`src/rtl/hpdcache_pkg.sv`:
```
// Shared cache geometry and the set/tag/way-vector types used around the
// eviction controller.
package hpdcache_pkg;

    localparam int unsigned HPDCACHE_SETS      = 64;
    localparam int unsigned HPDCACHE_WAYS      = 4;
    localparam int unsigned HPDCACHE_TAG_WIDTH = 20;
    localparam int unsigned HPDCACHE_SET_WIDTH = $clog2(HPDCACHE_SETS);

    typedef logic [HPDCACHE_SET_WIDTH-1:0] set_t;
    typedef logic [HPDCACHE_TAG_WIDTH-1:0] tag_t;
    typedef logic [HPDCACHE_WAYS-1:0]      way_vector_t;

endpackage

```
`src/rtl/hpdcache_evict_ctrl_if.sv`:
```
// Bundle of the refill, directory, PLRU, write-back and response signals seen
// by the eviction controller; master is the controller, slave its surroundings.
interface hpdcache_evict_ctrl_if
    import hpdcache_pkg::*;
#(
    parameter int unsigned SETS      = HPDCACHE_SETS,
    parameter int unsigned WAYS      = HPDCACHE_WAYS,
    parameter int unsigned TAG_WIDTH = HPDCACHE_TAG_WIDTH
);
    localparam int unsigned SET_W = $clog2(SETS);

    logic                      req_valid_i;
    logic                      req_ready_o;
    logic [SET_W-1:0]          req_set_i;
    logic [TAG_WIDTH-1:0]      req_tag_i;

    logic                      dir_rd_o;
    logic [SET_W-1:0]          dir_rd_set_o;
    logic [WAYS-1:0]           dir_valid_i;
    logic [WAYS-1:0]           dir_wb_i;
    logic [WAYS-1:0]           dir_dirty_i;
    logic [WAYS*TAG_WIDTH-1:0] dir_tag_i;

    logic [SET_W-1:0]          plru_set_o;
    logic [WAYS-1:0]           plru_dir_valid_o;
    logic [WAYS-1:0]           plru_dir_wb_o;
    logic [WAYS-1:0]           plru_dir_dirty_o;
    logic [WAYS-1:0]           plru_victim_i;
    logic                      plru_repl_o;
    logic [WAYS-1:0]           plru_repl_way_o;

    logic                      wbuf_valid_o;
    logic                      wbuf_ready_i;
    logic [SET_W-1:0]          wbuf_set_o;
    logic [TAG_WIDTH-1:0]      wbuf_tag_o;
    logic [WAYS-1:0]           wbuf_way_o;

    logic                      dir_inval_o;
    logic [WAYS-1:0]           dir_inval_way_o;

    logic                      rsp_valid_o;
    logic                      rsp_ready_i;
    logic [SET_W-1:0]          rsp_set_o;
    logic [TAG_WIDTH-1:0]      rsp_tag_o;
    logic [WAYS-1:0]           rsp_way_o;
    logic                      rsp_evicted_o;

    logic [31:0]               evict_cnt_o;

    modport master (
        input  req_valid_i, req_set_i, req_tag_i,
        input  dir_valid_i, dir_wb_i, dir_dirty_i, dir_tag_i,
        input  plru_victim_i, wbuf_ready_i, rsp_ready_i,
        output req_ready_o, dir_rd_o, dir_rd_set_o,
        output plru_set_o, plru_dir_valid_o, plru_dir_wb_o, plru_dir_dirty_o,
        output plru_repl_o, plru_repl_way_o,
        output wbuf_valid_o, wbuf_set_o, wbuf_tag_o, wbuf_way_o,
        output dir_inval_o, dir_inval_way_o,
        output rsp_valid_o, rsp_set_o, rsp_tag_o, rsp_way_o, rsp_evicted_o,
        output evict_cnt_o
    );

    modport slave (
        output req_valid_i, req_set_i, req_tag_i,
        output dir_valid_i, dir_wb_i, dir_dirty_i, dir_tag_i,
        output plru_victim_i, wbuf_ready_i, rsp_ready_i,
        input  req_ready_o, dir_rd_o, dir_rd_set_o,
        input  plru_set_o, plru_dir_valid_o, plru_dir_wb_o, plru_dir_dirty_o,
        input  plru_repl_o, plru_repl_way_o,
        input  wbuf_valid_o, wbuf_set_o, wbuf_tag_o, wbuf_way_o,
        input  dir_inval_o, dir_inval_way_o,
        input  rsp_valid_o, rsp_set_o, rsp_tag_o, rsp_way_o, rsp_evicted_o,
        input  evict_cnt_o
    );

endinterface

```
`src/rtl/hpdcache_evict_tag_mux.sv`:
```
// One-hot AND-OR selector picking the victim way's tag out of the flattened
// per-way tag vector; an all-zero select yields a zero tag.
module hpdcache_evict_tag_mux #(
    parameter int unsigned WAYS      = 4,
    parameter int unsigned TAG_WIDTH = 20
) (
    input  logic [WAYS-1:0]           sel,
    input  logic [WAYS*TAG_WIDTH-1:0] tags,
    output logic [TAG_WIDTH-1:0]      tag
);

    always_comb begin
        tag = '0;
        for (int w = 0; w < int'(WAYS); w++) begin
            tag = tag | (tags[w*TAG_WIDTH +: TAG_WIDTH] & {TAG_WIDTH{sel[w]}});
        end
    end

endmodule

```
`src/rtl/hpdcache_evict_ctrl.sv`:
```
// Victim selection and eviction sequencer: reads the set's directory entry,
// lets the PLRU choose a victim, writes it back if dirty, invalidates it and
// hands the freed way to the refill path.
module hpdcache_evict_ctrl
    import hpdcache_pkg::*;
#(
    parameter int unsigned SETS      = HPDCACHE_SETS,
    parameter int unsigned WAYS      = HPDCACHE_WAYS,
    parameter int unsigned TAG_WIDTH = HPDCACHE_TAG_WIDTH
) (
    input  logic              clk_i,
    input  logic              rst_i,
    hpdcache_evict_ctrl_if.master bus
);

    localparam int unsigned SET_W = $clog2(SETS);

    typedef enum logic [2:0] {
        IDLE,
        DIR_RD,
        SELECT,
        WBACK,
        INVAL,
        RSP
    } state_e;

    state_e               state_q, state_d;
    logic [SET_W-1:0]     set_q;
    logic [TAG_WIDTH-1:0] tag_q;
    logic [TAG_WIDTH-1:0] victim_tag_q;
    logic [WAYS-1:0]      victim_q;
    logic                 need_wb_q;
    logic [31:0]          evict_cnt_q;

    logic [TAG_WIDTH-1:0] sel_tag;
    logic                 need_wb;
    logic                 was_valid;
    logic                 req_ready, dir_rd, wbuf_valid, dir_inval, rsp_valid, plru_repl;

    hpdcache_evict_tag_mux #(
        .WAYS      (WAYS),
        .TAG_WIDTH (TAG_WIDTH)
    ) u_tag_mux (
        .sel  (bus.plru_victim_i),
        .tags (bus.dir_tag_i),
        .tag  (sel_tag)
    );

    // Only a valid, dirty line that the write-back path accepts needs flushing.
    assign need_wb   = |(bus.plru_victim_i & bus.dir_valid_i & bus.dir_wb_i & bus.dir_dirty_i);
    assign was_valid = |(bus.plru_victim_i & bus.dir_valid_i);

    always_comb begin
        state_d    = state_q;
        req_ready  = 1'b0;
        dir_rd     = 1'b0;
        wbuf_valid = 1'b0;
        dir_inval  = 1'b0;
        rsp_valid  = 1'b0;
        plru_repl  = 1'b0;
        unique case (state_q)
            IDLE: begin
                req_ready = 1'b1;
                if (bus.req_valid_i) state_d = DIR_RD;
            end
            DIR_RD: begin
                dir_rd  = 1'b1;
                state_d = SELECT;
            end
            SELECT: begin
                // No eligible way: re-read the directory until one frees up.
                if (bus.plru_victim_i == '0) state_d = DIR_RD;
                else if (need_wb)            state_d = WBACK;
                else if (was_valid)          state_d = INVAL;
                else                         state_d = RSP;
            end
            WBACK: begin
                wbuf_valid = 1'b1;
                if (bus.wbuf_ready_i) state_d = INVAL;
            end
            INVAL: begin
                dir_inval = 1'b1;
                state_d   = RSP;
            end
            RSP: begin
                rsp_valid = 1'b1;
                if (bus.rsp_ready_i) begin
                    plru_repl = 1'b1;
                    state_d   = IDLE;
                end
            end
            default: state_d = IDLE;
        endcase
    end

    always_ff @(posedge clk_i or posedge rst_i) begin
        if (rst_i) begin
            state_q      <= IDLE;
            set_q        <= '0;
            tag_q        <= '0;
            victim_tag_q <= '0;
            victim_q     <= '0;
            need_wb_q    <= 1'b0;
            evict_cnt_q  <= '0;
        end else begin
            state_q <= state_d;
            if (state_q == IDLE && bus.req_valid_i) begin
                set_q <= bus.req_set_i;
                tag_q <= bus.req_tag_i;
            end
            if (state_q == SELECT) begin
                victim_q     <= bus.plru_victim_i;
                victim_tag_q <= sel_tag;
                need_wb_q    <= need_wb;
            end
            if (wbuf_valid && bus.wbuf_ready_i) evict_cnt_q <= evict_cnt_q + 32'd1;
        end
    end

    assign bus.req_ready_o      = req_ready;
    assign bus.dir_rd_o         = dir_rd;
    assign bus.dir_rd_set_o     = set_q;
    assign bus.plru_set_o       = (state_q == IDLE) ? '0 : set_q;
    assign bus.plru_dir_valid_o = bus.dir_valid_i;
    assign bus.plru_dir_wb_o    = bus.dir_wb_i;
    assign bus.plru_dir_dirty_o = bus.dir_dirty_i;
    assign bus.plru_repl_o      = plru_repl;
    assign bus.plru_repl_way_o  = victim_q;
    assign bus.wbuf_valid_o     = wbuf_valid;
    assign bus.wbuf_set_o       = set_q;
    assign bus.wbuf_tag_o       = victim_tag_q;
    assign bus.wbuf_way_o       = victim_q;
    assign bus.dir_inval_o      = dir_inval;
    assign bus.dir_inval_way_o  = victim_q;
    assign bus.rsp_valid_o      = rsp_valid;
    assign bus.rsp_set_o        = set_q;
    assign bus.rsp_tag_o        = tag_q;
    assign bus.rsp_way_o        = victim_q;
    assign bus.rsp_evicted_o    = need_wb_q;
    assign bus.evict_cnt_o      = evict_cnt_q;

endmodule

```
`src/flat_wrapper.sv`:
```
// flat-port wrapper written by rule: the top's interface ports become plain ports
module hpdcache_evict_ctrl_flat import hpdcache_pkg::*;
#(
    parameter int unsigned SETS      = HPDCACHE_SETS,
    parameter int unsigned WAYS      = HPDCACHE_WAYS,
    parameter int unsigned TAG_WIDTH = HPDCACHE_TAG_WIDTH
)
  (clk_i, rst_i, bus_req_valid_i, bus_req_set_i, bus_req_tag_i, bus_dir_valid_i, bus_dir_wb_i, bus_dir_dirty_i, bus_dir_tag_i, bus_plru_victim_i, bus_wbuf_ready_i, bus_rsp_ready_i, bus_req_ready_o, bus_dir_rd_o, bus_dir_rd_set_o, bus_plru_set_o, bus_plru_dir_valid_o, bus_plru_dir_wb_o, bus_plru_dir_dirty_o, bus_plru_repl_o, bus_plru_repl_way_o, bus_wbuf_valid_o, bus_wbuf_set_o, bus_wbuf_tag_o, bus_wbuf_way_o, bus_dir_inval_o, bus_dir_inval_way_o, bus_rsp_valid_o, bus_rsp_set_o, bus_rsp_tag_o, bus_rsp_way_o, bus_rsp_evicted_o, bus_evict_cnt_o);
  hpdcache_evict_ctrl_if #(.SETS(SETS), .WAYS(WAYS), .TAG_WIDTH(TAG_WIDTH)) bus_i ();
  input  logic clk_i;
  input  logic rst_i;
  input wire logic [$bits(bus_i.req_valid_i)-1:0] bus_req_valid_i;
  input wire logic [$bits(bus_i.req_set_i)-1:0] bus_req_set_i;
  input wire logic [$bits(bus_i.req_tag_i)-1:0] bus_req_tag_i;
  input wire logic [$bits(bus_i.dir_valid_i)-1:0] bus_dir_valid_i;
  input wire logic [$bits(bus_i.dir_wb_i)-1:0] bus_dir_wb_i;
  input wire logic [$bits(bus_i.dir_dirty_i)-1:0] bus_dir_dirty_i;
  input wire logic [$bits(bus_i.dir_tag_i)-1:0] bus_dir_tag_i;
  input wire logic [$bits(bus_i.plru_victim_i)-1:0] bus_plru_victim_i;
  input wire logic [$bits(bus_i.wbuf_ready_i)-1:0] bus_wbuf_ready_i;
  input wire logic [$bits(bus_i.rsp_ready_i)-1:0] bus_rsp_ready_i;
  output wire logic [$bits(bus_i.req_ready_o)-1:0] bus_req_ready_o;
  output wire logic [$bits(bus_i.dir_rd_o)-1:0] bus_dir_rd_o;
  output wire logic [$bits(bus_i.dir_rd_set_o)-1:0] bus_dir_rd_set_o;
  output wire logic [$bits(bus_i.plru_set_o)-1:0] bus_plru_set_o;
  output wire logic [$bits(bus_i.plru_dir_valid_o)-1:0] bus_plru_dir_valid_o;
  output wire logic [$bits(bus_i.plru_dir_wb_o)-1:0] bus_plru_dir_wb_o;
  output wire logic [$bits(bus_i.plru_dir_dirty_o)-1:0] bus_plru_dir_dirty_o;
  output wire logic [$bits(bus_i.plru_repl_o)-1:0] bus_plru_repl_o;
  output wire logic [$bits(bus_i.plru_repl_way_o)-1:0] bus_plru_repl_way_o;
  output wire logic [$bits(bus_i.wbuf_valid_o)-1:0] bus_wbuf_valid_o;
  output wire logic [$bits(bus_i.wbuf_set_o)-1:0] bus_wbuf_set_o;
  output wire logic [$bits(bus_i.wbuf_tag_o)-1:0] bus_wbuf_tag_o;
  output wire logic [$bits(bus_i.wbuf_way_o)-1:0] bus_wbuf_way_o;
  output wire logic [$bits(bus_i.dir_inval_o)-1:0] bus_dir_inval_o;
  output wire logic [$bits(bus_i.dir_inval_way_o)-1:0] bus_dir_inval_way_o;
  output wire logic [$bits(bus_i.rsp_valid_o)-1:0] bus_rsp_valid_o;
  output wire logic [$bits(bus_i.rsp_set_o)-1:0] bus_rsp_set_o;
  output wire logic [$bits(bus_i.rsp_tag_o)-1:0] bus_rsp_tag_o;
  output wire logic [$bits(bus_i.rsp_way_o)-1:0] bus_rsp_way_o;
  output wire logic [$bits(bus_i.rsp_evicted_o)-1:0] bus_rsp_evicted_o;
  output wire logic [$bits(bus_i.evict_cnt_o)-1:0] bus_evict_cnt_o;
  assign bus_i.req_valid_i = bus_req_valid_i;
  assign bus_i.req_set_i = bus_req_set_i;
  assign bus_i.req_tag_i = bus_req_tag_i;
  assign bus_i.dir_valid_i = bus_dir_valid_i;
  assign bus_i.dir_wb_i = bus_dir_wb_i;
  assign bus_i.dir_dirty_i = bus_dir_dirty_i;
  assign bus_i.dir_tag_i = bus_dir_tag_i;
  assign bus_i.plru_victim_i = bus_plru_victim_i;
  assign bus_i.wbuf_ready_i = bus_wbuf_ready_i;
  assign bus_i.rsp_ready_i = bus_rsp_ready_i;
  assign bus_req_ready_o = bus_i.req_ready_o;
  assign bus_dir_rd_o = bus_i.dir_rd_o;
  assign bus_dir_rd_set_o = bus_i.dir_rd_set_o;
  assign bus_plru_set_o = bus_i.plru_set_o;
  assign bus_plru_dir_valid_o = bus_i.plru_dir_valid_o;
  assign bus_plru_dir_wb_o = bus_i.plru_dir_wb_o;
  assign bus_plru_dir_dirty_o = bus_i.plru_dir_dirty_o;
  assign bus_plru_repl_o = bus_i.plru_repl_o;
  assign bus_plru_repl_way_o = bus_i.plru_repl_way_o;
  assign bus_wbuf_valid_o = bus_i.wbuf_valid_o;
  assign bus_wbuf_set_o = bus_i.wbuf_set_o;
  assign bus_wbuf_tag_o = bus_i.wbuf_tag_o;
  assign bus_wbuf_way_o = bus_i.wbuf_way_o;
  assign bus_dir_inval_o = bus_i.dir_inval_o;
  assign bus_dir_inval_way_o = bus_i.dir_inval_way_o;
  assign bus_rsp_valid_o = bus_i.rsp_valid_o;
  assign bus_rsp_set_o = bus_i.rsp_set_o;
  assign bus_rsp_tag_o = bus_i.rsp_tag_o;
  assign bus_rsp_way_o = bus_i.rsp_way_o;
  assign bus_rsp_evicted_o = bus_i.rsp_evicted_o;
  assign bus_evict_cnt_o = bus_i.evict_cnt_o;
  hpdcache_evict_ctrl #(.SETS(SETS), .WAYS(WAYS), .TAG_WIDTH(TAG_WIDTH)) u_core (.clk_i(clk_i), .rst_i(rst_i), .bus(bus_i));
endmodule
```
`config.mk`:
```
export PLATFORM = sky130hd
export DESIGN_NAME = hpdcache_evict_ctrl_flat
export DESIGN_NICKNAME = d
export VERILOG_FILES = /design/src/rtl/hpdcache_pkg.sv /design/src/rtl/hpdcache_evict_ctrl_if.sv /design/src/rtl/hpdcache_evict_tag_mux.sv /design/src/rtl/hpdcache_evict_ctrl.sv /design/src/flat_wrapper.sv
export SDC_FILE = /design/constraint.sdc
export NUM_CORES = 1
export LEC_CHECK = 0
export CORE_ASPECT_RATIO = 0.9
export CORE_UTILIZATION = 39
export CTS_BUF_LIST = sky130_fd_sc_hd__clkbuf_4 sky130_fd_sc_hd__clkbuf_8
export DETAILED_ROUTE_END_ITERATION = 10
export PLACE_DENSITY = 0.8
export SLEW_MARGIN = 25
export SYNTH_ARGS = -nofsm -noshare
export SYNTH_HDL_FRONTEND = slang
export SYNTH_SLANG_ARGS = --single-unit
```
`constraint.sdc`:
```
create_clock -name clk_i -period 3.01 [get_ports clk_i]
set_input_delay 0.602 -clock clk_i [delete_from_list [all_inputs] [get_ports clk_i]]
set_output_delay 0.602 -clock clk_i [all_outputs]
set_load 0.005 [all_outputs]
```
**Yosys cells after proc, flatten, opt, wreduce, memory -nomap -nowiden**

Cells that the tools add are included.

- Output and inout bits: 131
- Input port bits: 127
- Register bits after elaboration: 86
- Word-level logic and storage cells: 48

- Eq/ne operators: 8
- $add $sub $neg: 1
- Bitwise gates (word level): 10
- Reductions and logical operators: 7
- Muxes and demuxes: 15

Operators with widths:

| operator | count |
|---|---|
| $and A20 B20 Y20 | 4 |
| $or A20 B20 Y20 | 3 |
| $add A32 B1 Y32 const B | 1 |
| $pmux W3 S6 | 1 |
| $mux W3 | 5 |
| $and A4 B4 Y4 | 3 |
| $mux W1 | 8 |
| $reduce_or A4 Y1 | 2 |
| $eq A3 B2 Y1 const B | 2 |
| $eq A3 B3 Y1 const B | 2 |
| $mux W6 | 1 |
| $ne A2 B2 Y1 const B | 3 |
| $logic_not A4 Y1 | 1 |
| $eq A3 B1 Y1 const B | 1 |
| $logic_not A3 Y1 | 1 |
| $reduce_and A3 Y1 | 1 |
| $logic_and A1 B1 Y1 | 2 |

**Logic depth before layout (Yosys ltp)**

- Depth after elaboration: 7
- Mapped depth: 6
- Gate-level depth less buffers: 5

**Modules after synthesis**

From an unflattened synthesis, not the netlist that was laid out.

- Cells, all modules: 391
- Area total of the unflattened synthesis: 4471.8 sq um

By module, submodules not included:

| module | times used | area each (sq um) | seq. area each (sq um) | cells an instance |
|---|---|---|---|---|
| hpdcache_evict_ctrl | 1 | 4038.9 | 2152.1 | 323 |
| hpdcache_evict_tag_mux | 1 | 432.9 | 0.0 | 68 |

**Least setup slack after synthesis**

No wires, ideal clock.

- Path kind: flip-flop to flip-flop
- Start: reg u_core.state_q[1]
- End: reg u_core.set_q[0] (netlist: u_core.bus.dir_rd_set_o[0])
- Stages on the path, launching flop included: 7
- Path slack: 1.043 ns
- Library setup time: 0.125 ns
- Required time: 2.885 ns
- Data arrival time: 1.842 ns
- Path buffers: 3
- Clock period less this slack: 1.967 ns
- Path through: dfrtp_1 buf_2 nor3_1 and2_1 buf_6 buf_8 mux2_2

- Longest elaborated chain between the ends: 2

Ends and longest elaborated chain:

| what | RTL line | source |
|---|---|---|
| start: declaration | hpdcache_evict_ctrl.sv:27 | `state_e state_q, state_d;` |
| start signal: assignment | hpdcache_evict_ctrl.sv:106 | `state_q <= state_d;` |
| $logic_not A3 Y1 | hpdcache_evict_ctrl.sv:107 | `if (state_q == IDLE && bus.req_valid_i) begin` |
| $logic_and A1 B1 Y1 | hpdcache_evict_ctrl.sv:107 |  |
| end signal: assignment | hpdcache_evict_ctrl.sv:108 | `set_q <= bus.req_set_i;` |
| end: declaration | hpdcache_evict_ctrl.sv:28 | `logic [SET_W-1:0] set_q;` |

No other way between the ends.
A chain may end at the register's enable or synchronous reset.

**Worst setup path after layout**

- Start: reg u_core.state_q[0]
- End: out bus_dir_rd_o

- Longest elaborated chain between the ends: 2

Ends and longest elaborated chain:

| what | RTL line | source |
|---|---|---|
| $eq A3 B1 Y1 | hpdcache_evict_ctrl.sv:61 | `unique case (state_q)` |
| $mux W1 | hpdcache_evict_ctrl.sv:61 |  |
| end: declaration | flat_wrapper.sv:23 | `output wire logic [$bits(bus_i.dir_rd_o)-1:0] bus_dir_rd_o;` |

No other way between the ends.

==> summary.md <==
| Metric | Value |
|---|---|
| Initial core utilization | `between 40% and 50%` |
| FILL cells | `a little under 900` |
| Ys flop type | `dfrtp_1` |
| Syn_area_per_cell | `11.1 um2` |
| DR iter-0 viols | `154` |
| Worst Path Arrival | `around 1.8 ns` |
| CP Cell Sequence | `inv_1, nor3_1, clkdlybuf4s50_1` |
| Placed cell area | `between 0.006 and 0.007 mm2` |
| Worst hold path type | `flip-flop to flip-flop` |
| Number of I/O port buffers | `between 200 and 300` |
| CTS Root Cell | `clkbuf_8` |
| Power per cell area | `704 mW/mm2` |
| Crit. End Element | `primary output` |
| Cells after synthesis | `around 390` |
| DR vias | `roughly 3900` |
| Sequential cell area fraction in the yosys report | `roughly half` |
| Drt via density | `roughly 5.2` |
| Req. time, crit path | `between 2 and 2.5 ns` |
| Die H | `between 100 and 150 um` |
| Reg area | `0.00215 mm2` |
| Crit Path Category | `flip-flop to primary output` |
| Antenna Violating Nets Remaining | `0` |
| Drt total wl | `12500 um` |
| Gr usage total | `about 22%` |
| Clock-pin slew on the worst setup and hold paths | `approximately 0.10 ns` |
| Core area | `around 0.011 mm2` |
| DIE AREA | `roughly 0.012 mm2` |
| Number of max-cap violations | `0` |
| H-tree levels | `3` |
| Layout cells sized above 1 | `~11%` |
| WL per Instance | `~17 um` |
| Critical path's slowest cell | `dfrtp_1` |
| Total Power | `approximately 4900 uW` |
| Die Wd | `between 100 and 150 um` |
| Synth top area cells | `dfrtp_1 50%, mux2_2 8.1%, a22oi_1 7.1%` |
| YS warnings | `0` |
| Yosys cell types | `40` |
| CP Max Fanout | `10` |
| Synth-to-layout area growth | `60.9%` |
| Lkg Pwr | `~0.0029 uW` |
| Num CTS Buffers | `9` |
| Post-synth EDFFs | `0` |
| Post-CTS Resized | `0` |
| CTS tree | `yes` |
| Min Hold Slack | `0.479 ns` |
| Final setup viols | `0` |
| Status | `complete, no violations` |
| Clock sink total | `86` |
| Remaining global-route overflow | `0` |
| Slew headroom | `between 40% and 50%` |
| Hold Buf Count CTS | `0` |
| Finished Cell Area | `around 0.0070 mm2` |
| Largest net degree at the start of global routing | `about 50` |
| Tcrit/Tclk final | `between 80% and 90%` |
| Area occupied by multi-input gates | `0.00176 mm2` |
| Gp weighted congestion | `~0.85` |
| Ys async rst share | `100%` |
| Final nets | `about 740` |
| Top-area cell type share of the netlist area | `49.7%` |
| Slew of the pin with the lowest slew margin | `a little over 0.8 ns` |
| Remaining DRCs | `0` |
| Slowest stage delay, CP | `just under 0.6 ns` |
| R2R setup slack | `0.99 ns` |
| Hold Violations, Final | `0` |
| # IOs | `between 200 and 300` |
| Tmin final | `roughly 2.4 ns` |
| Global-route wire length before repair | `roughly 20000 um` |
| Number of diodes | `0` |
| Vias in the first global route | `about 3800` |
| Synthesized area | `approximately 0.0043 mm2` |
| Row count | `36` |
| Syn_nets | `around 520` |
| RSZ-0062 raised after global routing | `no` |
| DR pass1 iterations | `6` |
| Maximum VDD drop | `about 0.35 mV` |
| Clock tree buffer depth | `2` |
| Post-CTS Setup Bufs | `0` |
| Startpoint type of the worst setup path | `flip-flop` |
| DP Wirelength | `~10000 um` |
| Peak Freq | `0.410 GHz` |
| Initial antenna violation count | `0` |
| Worst skew pair latency | `about 0.37 ns` |
| Area leader, netlist | `dfrtp_1` |
| Fin Setup TNS | `0 ns` |
| Skew final | `just under 0.02 ns` |
| Slew Limit Fails | `0` |
| #FFs+latches synth | `86` |
sequential cells by signal, summed over array words and instances (netlist names):
register,flops
u_core.bus.rsp_evicted_o,1
u_core.state_q,3
u_core.bus.dir_rd_set_o,6
u_core.bus.evict_cnt_o,32
u_core.bus.wbuf_tag_o,20
u_core.bus.rsp_tag_o,20
u_core.bus.dir_inval_way_o,4
stage by stage:
stage	setup WS (ns)	util, %	cells
2_1_floorplan	0.186	-	391
3_3_place_gp	0.579	62.5	732
3_5_place_dp	0.520	62.5	732
4_1_cts	0.554	64.4	748
5_1_grt	0.404	64.4	748
6_report	0.569	64.4	748
worst max-delay path, delay by kind of cell (launching register included):
family	cells	cell delay, ns
and+or+nand+nor	1	0.17
DFF	1	0.59
buffers and inverters	2	0.73
final cells by class:
| type | count | area share, % |
|---|---|---|
| timing repair buffer | 266 | 38.1 |
| sequential | 86 | 30.9 |
| multi-input combinational | 240 | 25.3 |
| tap | 133 | 2.39 |
| clock buffer | 9 | 1.78 |
| clock inverter | 7 | 1.20 |
| inverter | 7 | 0.395 |
report_power, final:
part           internal, uW  switching (uW)
clock                   401             457
combinational          1520             716
sequential             1510             297
cell usage after synthesis (4+ instances only):
| cell | n |
|---|---|
| nand2_1 | 14 |
| xnor2_1 | 18 |
| and4_1 | 4 |
| nor2b_1 | 6 |
| inv_1 | 7 |
| dfrtp_1 | 86 |
| a31oi_1 | 20 |
| nor2_1 | 31 |
| nor3_1 | 13 |
| xor2_1 | 13 |
| a22oi_1 | 41 |
| nand3_1 | 10 |
| nand4_1 | 11 |
| mux2_2 | 31 |
| buf_4 | 36 |
| clkbuf_1 | 14 |
| buf_2 | 4 |
cell families after synthesis:
family / share of synthesized area [%]
AO/OA/AOI/OAI: 11.8
multiplexers: 8.07
buffers and inverters: 9.74
flip-flops: 49.7
AND/OR/NAND/NOR: 14.1
adder cells (fa/ha/maj): 0.289
XOR/XNOR: 6.27
path summary, 6_finish.rpt:
check	endpoint	startpoint	cells after the start
hold / removal	u_core.bus.evict_cnt_o[31]	u_core.bus.evict_cnt_o[31]	1
min in group asynchronous	u_core.bus.evict_cnt_o[6]	rst_i	2
setup reg to reg	u_core.bus.rsp_tag_o[7]	u_core.state_q[2]	5
setup / recovery	bus_dir_rd_o	u_core.state_q[0]	3
max in group asynchronous	u_core.bus.rsp_tag_o[2]	rst_i	3
hold reg to reg	u_core.bus.evict_cnt_o[31]	u_core.bus.evict_cnt_o[31]	1
cell usage in the layout (no fill, tap or decap), types with 3 or more instances in the layout:
cell	n
inv_6	4
nand2_1	14
dfrtp_1	86
buf_4	8
inv_1	6
mux2_2	31
nor2_1	31
a31oi_1	20
xor2_1	13
and4_1	4
nand4_1	11
xnor2_1	18
clkdlybuf4s50_1	257
nor3_1	13
clkbuf_8	9
nand3_1	10
a22oi_1	41
a21oi_1	3
nor2b_1	6
layer usage:
metal | share of wire (%) | global-route usage, % | up-vias
met3 | 8.2 | 5.46 | 22
li1 | - | - | 1820
met1 | 40 | 27.6 | 1864
met4 | 2.2 | 9.21 | 0
met5 | 0 | 0 | -
met2 | 49 | 37.9 | 192
No activity file was read; power rests on OpenSTA's default activity.
